**src/rtl/id_decode_pipe_pkg.sv**
```systemverilog
// id_decode_pipe_pkg: MIPS opcode/funct/rt constants, control-bundle field map and scoreboard state.
package id_decode_pipe_pkg;

    localparam int CTRL_W = 16;

    localparam int C_REGWRITE   = 0;
    localparam int C_REGDST     = 1;
    localparam int C_ALUSRC     = 2;
    localparam int C_BRANCH     = 3;
    localparam int C_MEMWRITE   = 4;
    localparam int C_MEMTOREG   = 5;
    localparam int C_JUMP       = 6;
    localparam int C_HILO_WE    = 7;
    localparam int C_HILO_RD    = 8;
    localparam int C_LINK       = 9;
    localparam int C_JR         = 10;
    localparam int C_MEM_SIGNED = 11;
    localparam int C_MEM_SIZE_LO = 12;
    localparam int C_MEM_SIZE_HI = 13;
    localparam int C_MDU_START  = 14;
    localparam int C_MDU_DIV    = 15;

    localparam logic [1:0] MEM_BYTE = 2'b00;
    localparam logic [1:0] MEM_HALF = 2'b01;
    localparam logic [1:0] MEM_WORD = 2'b10;

    localparam logic [5:0] OP_SPECIAL = 6'h00, OP_REGIMM = 6'h01, OP_J = 6'h02, OP_JAL = 6'h03;
    localparam logic [5:0] OP_BEQ = 6'h04, OP_BNE = 6'h05, OP_BLEZ = 6'h06, OP_BGTZ = 6'h07;
    localparam logic [5:0] OP_ADDI = 6'h08, OP_ADDIU = 6'h09, OP_SLTI = 6'h0A, OP_SLTIU = 6'h0B;
    localparam logic [5:0] OP_ANDI = 6'h0C, OP_ORI = 6'h0D, OP_XORI = 6'h0E, OP_LUI = 6'h0F;
    localparam logic [5:0] OP_LB = 6'h20, OP_LH = 6'h21, OP_LW = 6'h23, OP_LBU = 6'h24, OP_LHU = 6'h25;
    localparam logic [5:0] OP_SB = 6'h28, OP_SH = 6'h29, OP_SW = 6'h2B;

    localparam logic [5:0] F_SLL = 6'h00, F_SRL = 6'h02, F_SRA = 6'h03, F_SLLV = 6'h04;
    localparam logic [5:0] F_SRLV = 6'h06, F_SRAV = 6'h07, F_JR = 6'h08, F_JALR = 6'h09;
    localparam logic [5:0] F_MFHI = 6'h10, F_MTHI = 6'h11, F_MFLO = 6'h12, F_MTLO = 6'h13;
    localparam logic [5:0] F_MULT = 6'h18, F_MULTU = 6'h19, F_DIV = 6'h1A, F_DIVU = 6'h1B;
    localparam logic [5:0] F_ADD = 6'h20, F_ADDU = 6'h21, F_SUB = 6'h22, F_SUBU = 6'h23;
    localparam logic [5:0] F_AND = 6'h24, F_OR = 6'h25, F_XOR = 6'h26, F_NOR = 6'h27;
    localparam logic [5:0] F_SLT = 6'h2A, F_SLTU = 6'h2B;

    localparam logic [4:0] RT_BLTZ = 5'h00, RT_BGEZ = 5'h01, RT_BLTZAL = 5'h10, RT_BGEZAL = 5'h11;

    typedef enum logic {SB_IDLE, SB_BUSY} sb_state_t;

    function automatic logic [1:0] mem_size(input logic [5:0] op);
        return (op == OP_LW || op == OP_SW) ? MEM_WORD :
               (op == OP_LH || op == OP_LHU || op == OP_SH) ? MEM_HALF : MEM_BYTE;
    endfunction

endpackage

```
**src/rtl/id_decode_pipe_dec_ctrl_lut.sv**
```systemverilog
// id_decode_pipe_dec_ctrl_lut: combinational op/rt/funct -> control bundle and reserved-instruction flag.
module id_decode_pipe_dec_ctrl_lut
    import id_decode_pipe_pkg::*;
(
    input  logic [5:0]        op,
    input  logic [4:0]        rt,
    input  logic [5:0]        funct,
    output logic [CTRL_W-1:0] ctrl,
    output logic              ri
);

    always_comb begin
        ctrl = '0;
        ri = 1'b0;
        case (op)
            OP_SPECIAL: case (funct)
                F_SLL, F_SRL, F_SRA, F_SLLV, F_SRLV, F_SRAV, F_ADD, F_ADDU, F_SUB, F_SUBU,
                F_AND, F_OR, F_XOR, F_NOR, F_SLT, F_SLTU: begin
                    ctrl[C_REGWRITE] = 1'b1;
                    ctrl[C_REGDST] = 1'b1;
                end
                F_JR: begin
                    ctrl[C_JUMP] = 1'b1;
                    ctrl[C_JR] = 1'b1;
                end
                F_JALR: begin
                    ctrl[C_JUMP] = 1'b1;
                    ctrl[C_JR] = 1'b1;
                    ctrl[C_LINK] = 1'b1;
                    ctrl[C_REGWRITE] = 1'b1;
                    ctrl[C_REGDST] = 1'b1;
                end
                F_MFHI, F_MFLO: begin
                    ctrl[C_HILO_RD] = 1'b1;
                    ctrl[C_REGWRITE] = 1'b1;
                    ctrl[C_REGDST] = 1'b1;
                end
                F_MTHI, F_MTLO: ctrl[C_HILO_WE] = 1'b1;
                F_MULT, F_MULTU, F_DIV, F_DIVU: begin
                    ctrl[C_HILO_WE] = 1'b1;
                    ctrl[C_MDU_START] = 1'b1;
                    ctrl[C_MDU_DIV] = funct == F_DIV || funct == F_DIVU;
                end
                default: ;
            endcase
            OP_REGIMM: case (rt)
                RT_BLTZ, RT_BGEZ: ctrl[C_BRANCH] = 1'b1;
                RT_BLTZAL, RT_BGEZAL: begin
                    ctrl[C_BRANCH] = 1'b1;
                    ctrl[C_LINK] = 1'b1;
                    ctrl[C_REGWRITE] = 1'b1;
                end
                default: ri = 1'b1;
            endcase
            OP_J: ctrl[C_JUMP] = 1'b1;
            OP_JAL: begin
                ctrl[C_JUMP] = 1'b1;
                ctrl[C_LINK] = 1'b1;
                ctrl[C_REGWRITE] = 1'b1;
            end
            OP_BEQ, OP_BNE, OP_BLEZ, OP_BGTZ: ctrl[C_BRANCH] = 1'b1;
            OP_ADDI, OP_ADDIU, OP_SLTI, OP_SLTIU, OP_ANDI, OP_ORI, OP_XORI, OP_LUI: begin
                ctrl[C_REGWRITE] = 1'b1;
                ctrl[C_ALUSRC] = 1'b1;
            end
            OP_LB, OP_LH, OP_LW, OP_LBU, OP_LHU: begin
                ctrl[C_REGWRITE] = 1'b1;
                ctrl[C_ALUSRC] = 1'b1;
                ctrl[C_MEMTOREG] = 1'b1;
                ctrl[C_MEM_SIGNED] = op == OP_LB || op == OP_LH;
                ctrl[C_MEM_SIZE_HI:C_MEM_SIZE_LO] = mem_size(op);
            end
            OP_SB, OP_SH, OP_SW: begin
                ctrl[C_MEMWRITE] = 1'b1;
                ctrl[C_ALUSRC] = 1'b1;
                ctrl[C_MEM_SIZE_HI:C_MEM_SIZE_LO] = mem_size(op);
            end
            default: ri = 1'b1;
        endcase
    end

endmodule

```
**src/rtl/id_decode_pipe.sv**
```systemverilog
// id_decode_pipe: registered, handshaked MIPS decode stage with a HILO/MDU scoreboard.
// Optional DEC_RI_EXC_EN adds the ri_exc output for reserved/unknown instructions.
module id_decode_pipe
    import id_decode_pipe_pkg::*;
#(
    parameter int DIV_CYCLES  = 32,
    parameter int MULT_CYCLES = 1
) (
    input  logic              clk,
    input  logic              resetn,
    input  logic              flush,
    input  logic              in_valid,
    output logic              in_ready,
    input  logic [31:0]       instr,
    input  logic [31:0]       in_pc,
    output logic              out_valid,
    input  logic              out_ready,
    output logic [31:0]       out_instr,
    output logic [31:0]       out_pc,
    output logic [CTRL_W-1:0] out_ctrl,
    output logic              mdu_busy
`ifdef DEC_RI_EXC_EN
    ,
    output logic              ri_exc
`endif
);

    localparam int CNT_W = $clog2((DIV_CYCLES > MULT_CYCLES ? DIV_CYCLES : MULT_CYCLES) + 1);
    localparam logic [CNT_W-1:0] DIV_LD = CNT_W'(DIV_CYCLES);
    localparam logic [CNT_W-1:0] MUL_LD = CNT_W'(MULT_CYCLES);

    logic [CTRL_W-1:0] dec_ctrl, ctrl_d;
    logic              dec_ri, hilo_stall, accept;
    sb_state_t         state;
    logic [CNT_W-1:0]  cnt;

    id_decode_pipe_dec_ctrl_lut u_lut (
        .op    (instr[31:26]),
        .rt    (instr[20:16]),
        .funct (instr[5:0]),
        .ctrl  (dec_ctrl),
        .ri    (dec_ri)
    );

`ifdef DEC_RI_EXC_EN
    localparam logic [CTRL_W-1:0] RI_KILL = CTRL_W'((1 << C_REGWRITE) | (1 << C_MEMWRITE) | (1 << C_MDU_START));
    assign ctrl_d = dec_ri ? (dec_ctrl & ~RI_KILL) : dec_ctrl;
`else
    assign ctrl_d = dec_ri ? '0 : dec_ctrl;
`endif

    // Stall looks at the next-state count so a waiter issues on the cycle the count reaches 0.
    assign hilo_stall = state == SB_BUSY && cnt > CNT_W'(1) && (dec_ctrl[C_HILO_WE] || dec_ctrl[C_HILO_RD]);
    assign in_ready   = !flush && (!out_valid || out_ready) && !hilo_stall;
    assign accept     = in_valid && in_ready;
    assign mdu_busy   = cnt != '0;

    // Flush deliberately leaves the scoreboard alone: the MDU op has already issued.
    always_ff @(posedge clk or negedge resetn) begin
        if (!resetn) begin
            state <= SB_IDLE;
            cnt <= '0;
        end else if (accept && ctrl_d[C_MDU_START]) begin
            state <= SB_BUSY;
            cnt <= ctrl_d[C_MDU_DIV] ? DIV_LD : MUL_LD;
        end else if (state == SB_BUSY) begin
            cnt <= cnt - CNT_W'(1);
            state <= cnt == CNT_W'(1) ? SB_IDLE : SB_BUSY;
        end
    end

    always_ff @(posedge clk or negedge resetn) begin
        if (!resetn) begin
            out_valid <= 1'b0;
            out_instr <= '0;
            out_pc <= '0;
            out_ctrl <= '0;
`ifdef DEC_RI_EXC_EN
            ri_exc <= 1'b0;
`endif
        end else if (accept) begin
            out_valid <= 1'b1;
            out_instr <= instr;
            out_pc <= in_pc;
            out_ctrl <= ctrl_d;
`ifdef DEC_RI_EXC_EN
            ri_exc <= dec_ri;
`endif
        end else if (flush || out_ready) begin
            out_valid <= 1'b0;
        end
    end

endmodule

```
**config.mk**
```make
export PLATFORM = sky130hd
export DESIGN_NAME = id_decode_pipe
export DESIGN_NICKNAME = d
export VERILOG_FILES = /design/src/rtl/id_decode_pipe_pkg.sv /design/src/rtl/id_decode_pipe_dec_ctrl_lut.sv /design/src/rtl/id_decode_pipe.sv
export SDC_FILE = /design/constraint.sdc
export NUM_CORES = 1
export LEC_CHECK = 0
export ABC_AREA = 1
export BUFFER_PORTS_ARGS = -buffer_cell sky130_fd_sc_hd__buf_4
export CAP_MARGIN = 10
export CORE_AREA = 2 2 130 69
export DETAILED_ROUTE_END_ITERATION = 8
export DIE_AREA = 0 0 132 71
export PLACE_DENSITY = 0.77
export SLEW_MARGIN = 30
export SYNTH_ARGS = -nofsm -noshare
export SYNTH_HDL_FRONTEND = slang
export SYNTH_SLANG_ARGS = --single-unit
```
**constraint.sdc**
```tcl
create_clock -name clk -period 1.8 [get_ports clk]
set_input_delay 0.09 -clock clk [delete_from_list [all_inputs] [get_ports clk]]
set_output_delay 0.09 -clock clk [all_outputs]
set_load 0.005 [all_outputs]
```
==> metrics, run 1 <==
outcome finished, final reports clean; Worst Hold Class in -> reg; maximum VDD drop 0.837 mV; Mapped Area 3840 um^2; placed inst area 5060 um^2; root buffer cell clkbuf_16; CTS buffer count 9; Max Cap Viol 0; Net Count, Synth 521; RR Endpoint cnt[0]$_DFFE_PN0P_; H-tree Lvls 3; Critical Path Stages 8; critical path endpoint in_ready; commonest non-fill, non-tap cell in the layout nand2_1; Via density 4.92; clock sink count 88; critical path launch point type register; most frequent cells in the layout nand2_1, buf_4, dfrtp_1; Worst path slowest cell dfrtp_2; fin crit period 1.76 ns; Data required, critical path 1.71 ns; fin worst setup slack 0.0388 ns; All-Layer GR Usage 25.2%; total power 0.00610 W; wire per inst 15.9 um; CP delay by family, top flip-flops; CP cell instances inv_2, ha_4, nand3_4, buf_6, nand3_1, nor2_1, nor2_2, buf_4; Avg Cell Area, Syn 8.53 um^2; combinational share of power 25.1%; worst reg2reg setup slack 0.05 ns; RSZ-0062 raised after global routing yes; initial antenna violation count 0; Setup CP Type reg -> out; Slew headroom 64.8%; Non-Filler Cell Area, Final 6100 um^2; vias in the first global route 3688; switching power 0.00177 W; Hold Slack 0.0255 ns; DRT Pass-1 Iters 5; P&R area growth vs syn 58.8%; Antenna Nets Post-Route 0; Ys Warns 0; Seq pwr share 42.3%; skew final 0.00657 ns; Clock power frac 32.6%; Setup crit start cnt[0]$_DFFE_PN0P_; Worst-path clk slew 0.06 ns; max incr delay on CP 0.45 ns; first-pass GRT wire length 18.6 mm; cell area power density 1000 nW/um^2; DRT Wirelength 12.4 mm; leak pwr 3.26 nW; largest net degree at the start of global routing 66; Final Setup Violations 0; cell count after synthesis 450; DRC errors left 0; # fillers 581; I/O pins 152; Die Area 9370 um^2; Final Non-Filler Cells 783; path depth of the worst reg2reg path 10; TritonCTS clock tree yes; DRT iter0 DRCs 310; crit share post-route 97.8%; flops & latches, synth 88; DIE WIDTH 132 um; Fmax 0.568 GHz; Seq/Total Area, Yosys 57.3%; GP Congestion 0.926; CP Capture Type output port; Core Footprint 8320 um^2; DR vias 3856; total gr overflow 0; Internal Power 0.00433 W; clock buffer depth 2; Starting Density 46.2%; Switching Share 29.0%; Post-Place Worst Slack 0.0627 ns; critical path arrival 1.67 ns; Cells after DPL 706; Worst R2R Start cnt[4]$_DFFE_PN0P_; CP bufs+invs 3; unique cell type count in the Yosys netlist 28; peak fanout along the critical path 3; Site Rows 24; share of layout cells above drive strength 1 30.8%; number of port buffers 151; Final Max Tran Viols 0; antenna cells 0; nets 732; final hold violations 0; Worst Tran Pin Value 0.528 ns; Die H 71 um; post-DP HPWL 7.66 mm; Clk Latency, worst-skew pair 0.34 ns
-- sequential cells by signal, indices dropped and copies added (netlist names) --
signal     cells
out_ctrl      16
out_instr     32
out_valid      1
cnt            6
state          1
out_pc        32
-- cells by family after synthesis --
kind of cell / Yosys count / synth area share (%)
compound gates: 38 / 5.21
xor+xnor: 5 / 1.14
fa+ha+maj: 2 / 0.652
buf+inv: 42 / 6.39
flops: 88 / 57.3
simple gates: 275 / 29.3
-- layout make-up --
class | instances | area, um^2 | area share, %
Multi-Input combinational cell | 320 | 1450 | 23.7
Sequential cell | 88 | 2200 | 36.2
Timing Repair Buffer | 218 | 1880 | 30.9
Inverter | 24 | 95.1 | 1.56
Clock inverter | 7 | 95.1 | 1.56
Tap cell | 117 | 146 | 2.40
Clock buffer | 9 | 225 | 3.69
-- metal layers --
layer | vias up | share of wire, % | track usage, %
met4 | 0 | 1.3 | 7.00
met5 | - | 0 | 0
li1 | 1830 | - | -
met1 | 1820 | 45 | 36.2
met2 | 189 | 45 | 37.4
met3 | 17 | 8.6 | 7.38
-- worst min-delay path: cells and delay by family --
| kind | cells | cell delay (ns) |
|---|---|---|
| simple gates | 2 | 0.13 |
| buf+inv | 1 | 0.11 |
-- power groups by stage --
| stage | Combinational (W) | Sequential, W | Clock [W] |
|---|---|---|---|
| after detailed placement | 0.00125 | 0.00256 | 0 |
| after CTS | 0.00136 | 0.00253 | 0.00202 |
| after global placement | 0.00121 | 0.00255 | 0 |
| after global routing | 0.00168 | 0.00262 | 0.00211 |
| final | 0.00153 | 0.00258 | 0.00199 |
| after floorplan | 0.000586 | 0.00252 | 0 |
-- through the flow --
step,TNS (ns),utilization (%)
after global routing,-0.143,73.3
final,0,73.3
after floorplan,0,-
after detailed placement,0,60.8
after global placement,0,60.8
after CTS,0,71.2
-- synthesized netlist by cell type (all sizes together) --
cell    count  area [um^2]
o21ai      26          130
clkbuf      3         12.5
xnor2       1         8.76
xor2        4         35.0
a22oi       1         7.51
nand3      15         92.6
a21oi       8         40.0
o31ai       2         15.0
nor3        2         10.0
nor2       23          119
and3        1         6.26
a21o        1         7.51
ha          2         25.0
buf        15          143
inv        24         90.1
dfrtp      88         2200
nand4       6         37.5
nand2     228          858
-- how the worst min path moves through the flow --
stage | startpoint | end | slack [ns] | depth (start not counted)
3_5_place_dp | resetn | out_pc[22]$_DFFE_PN0P_ | 0.10 | 1
5_1_grt | instr[5] | out_instr[5]$_DFFE_PN0P_ | 0.04 | 3
6_report | instr[5] | out_instr[5]$_DFFE_PN0P_ | 0.03 | 3
3_3_place_gp | resetn | out_pc[22]$_DFFE_PN0P_ | 0.09 | 1
2_1_floorplan | resetn | cnt[0]$_DFFE_PN0P_ | -0.21 | 0
4_1_cts | instr[5] | out_instr[5]$_DFFE_PN0P_ | 0.01 | 3
-- repair_timing --
item                                    4_1_cts  5_1_grt
cloned                                        0        3
setup buffers                                 2        4
endpoints found under the hold margin        89        0
hold buffers                                 52        0
pin swaps                                     1        6
endpoints found under the setup margin        1       56
resized for setup                             2       19
(Power assumes the default switching activity.)
==> inputs of run 2 (changes only) <==
Settings changed: MAX_ROUTING_LAYER set to met4.
==> metrics, run 2 (synthesis results as in run 1) <==
outcome finished, final reports clean (unchanged); All-Layer GR Usage 26.1% (was 25.2%); antenna cells 0 (unchanged); DR vias 3868 (was 3856); peak fanout along the critical path 3 (unchanged); total gr overflow 0 (unchanged); # fillers 581 (unchanged); DRC errors left 0 (unchanged); Largest regs out_instr: 32 flops, out_pc: 32 flops, out_ctrl: 16 flops (unchanged); Data required, critical path 1.71 ns (about the same); CTS buffer count 9 (unchanged); Slew headroom 65.1% (was 64.8%); root buffer cell clkbuf_16 (unchanged); most frequent cells in the layout nand2_1, buf_4, dfrtp_1 (unchanged); RSZ-0062 raised after global routing yes (unchanged); leak pwr 3.26 nW (unchanged); commonest non-fill, non-tap cell in the layout nand2_1 (unchanged); Starting Density 46.2% (unchanged); Cells after DPL 706 (unchanged); Die Area 9370 um^2 (unchanged); P&R area growth vs syn 58.8% (unchanged); initial antenna violation count 0 (unchanged); nets 732 (unchanged); H-tree Lvls 3 (unchanged); largest net degree at the start of global routing 66 (unchanged); Clk Latency, worst-skew pair 0.34 ns (about the same); post-DP HPWL 7.66 mm (unchanged); clock buffer depth 2 (unchanged); fin worst setup slack 0.0423 ns (was 0.0388 ns); Hold Slack 0.0276 ns (was 0.0255 ns); first-pass GRT wire length 18.6 mm (about the same); Worst-path clk slew 0.06 ns (about the same); DRT iter0 DRCs 338 (was 310); Site Rows 24 (unchanged); DIE WIDTH 132 um (unchanged); TritonCTS clock tree yes (unchanged); share of layout cells above drive strength 1 30.8% (unchanged); Antenna Nets Post-Route 0 (unchanged); Core Footprint 8320 um^2 (unchanged); maximum VDD drop 0.837 mV (about the same); GP Congestion 0.943 (was 0.926); post-layout util 73.3% (unchanged); Final Max Tran Viols 0 (unchanged); Fmax 0.569 GHz (was 0.568 GHz); Reg area 2200 um^2 (unchanged); DRT Pass-1 Iters 5 (unchanged); placed inst area 5060 um^2 (unchanged); Via density 4.94 (was 4.92); CP Capture Type output port (unchanged); Final Setup Violations 0 (unchanged); number of port buffers 151 (unchanged); Final Non-Filler Cells 783 (unchanged); Worst Hold Class in -> reg (unchanged); Non-Filler Cell Area, Final 6100 um^2 (unchanged); vias in the first global route 3683 (was 3688); cell area power density 1000 nW/um^2 (about the same); skew final 0.00717 ns (was 0.00657 ns); Worst Hold Depth 3 (unchanged); path depth of the worst reg2reg path 10 (unchanged); clock sink count 88 (unchanged); Setup CP Type reg -> out (unchanged); wire per inst 15.9 um (about the same); fin crit period 1.76 ns (about the same); Die H 71 um (unchanged); I/O pins 152 (unchanged); Max Cap Viol 0 (unchanged); Post-Place Worst Slack 0.0627 ns (unchanged); crit share post-route 97.6% (was 97.8%); area of the multi-input gates 1450 um^2 (unchanged); DRT Wirelength 12.4 mm (about the same); critical path arrival 1.67 ns (about the same); critical path launch point type register (unchanged); Worst Tran Pin Value 0.524 ns (was 0.528 ns); final hold violations 0 (unchanged)
run 2: routing by layer:
layer	global-route usage, %	share of wire (%)	vias to the layer above
li1	-	-	1835
met1	36.6	45	1811
met2	37.4	45	207
met3	7.10	8.8	15
met4	7.00	1.2	0
met5	-	0	-
run 2: repair_timing:
action                     4_1_cts  5_1_grt
gates cloned                     0        3
setup buffers                    2        4
gates resized for setup          2       19
hold buffers                    52        0
pin swaps                        1        6
setup endpoints to repair        1       56
hold endpoints to repair        89        0
run 2: path summary, 6_finish.rpt:
kind                       slack, ns                        end                 startpoint
hold reg to reg                 0.48  out_instr[26]$_DFFE_PN0P_  out_instr[26]$_DFFE_PN0P_
setup / recovery                0.04                   in_ready         cnt[0]$_DFFE_PN0P_
min in group asynchronous       0.27     out_pc[22]$_DFFE_PN0P_                     resetn
max in group asynchronous       0.87     out_pc[31]$_DFFE_PN0P_                     resetn
hold / removal                  0.03   out_instr[5]$_DFFE_PN0P_                   instr[5]
setup reg to reg                0.05         cnt[0]$_DFFE_PN0P_         cnt[4]$_DFFE_PN0P_
run 2: cell type report:
type / instances / area share [%]
clock inverters: 7 / 1.56
well taps: 117 / 2.40
clock buffers: 9 / 3.69
flip-flops and latches: 88 / 36.2
repair buffers: 218 / 30.9
inverters: 24 / 1.56
multi-input cells: 320 / 23.7
run 2: stage by stage:
stage	power [W]	TNS [ns]
global route	0.00641	-0.144
CTS	0.00591	0
finish	0.00610	0
global placement	0.00376	0
floorplan	0.00311	0
detailed placement	0.00381	0
run 2: worst max-delay path, cell delays in order (launching register included):
cell	delay, ns
dfrtp_2	0.45
inv_2	0.10
ha_4	0.15
nand3_4	0.08
buf_6	0.14
nand3_1	0.06
nor2_1	0.06
nor2_2	0.15
buf_4	0.14
run 2: power by group:
group | total [W] | internal [W] | switching (W)
Combinational | 0.00153 | 0.000812 | 0.000721
Clock | 0.00199 | 0.00122 | 0.000767
Sequential | 0.00258 | 0.00230 | 0.000281
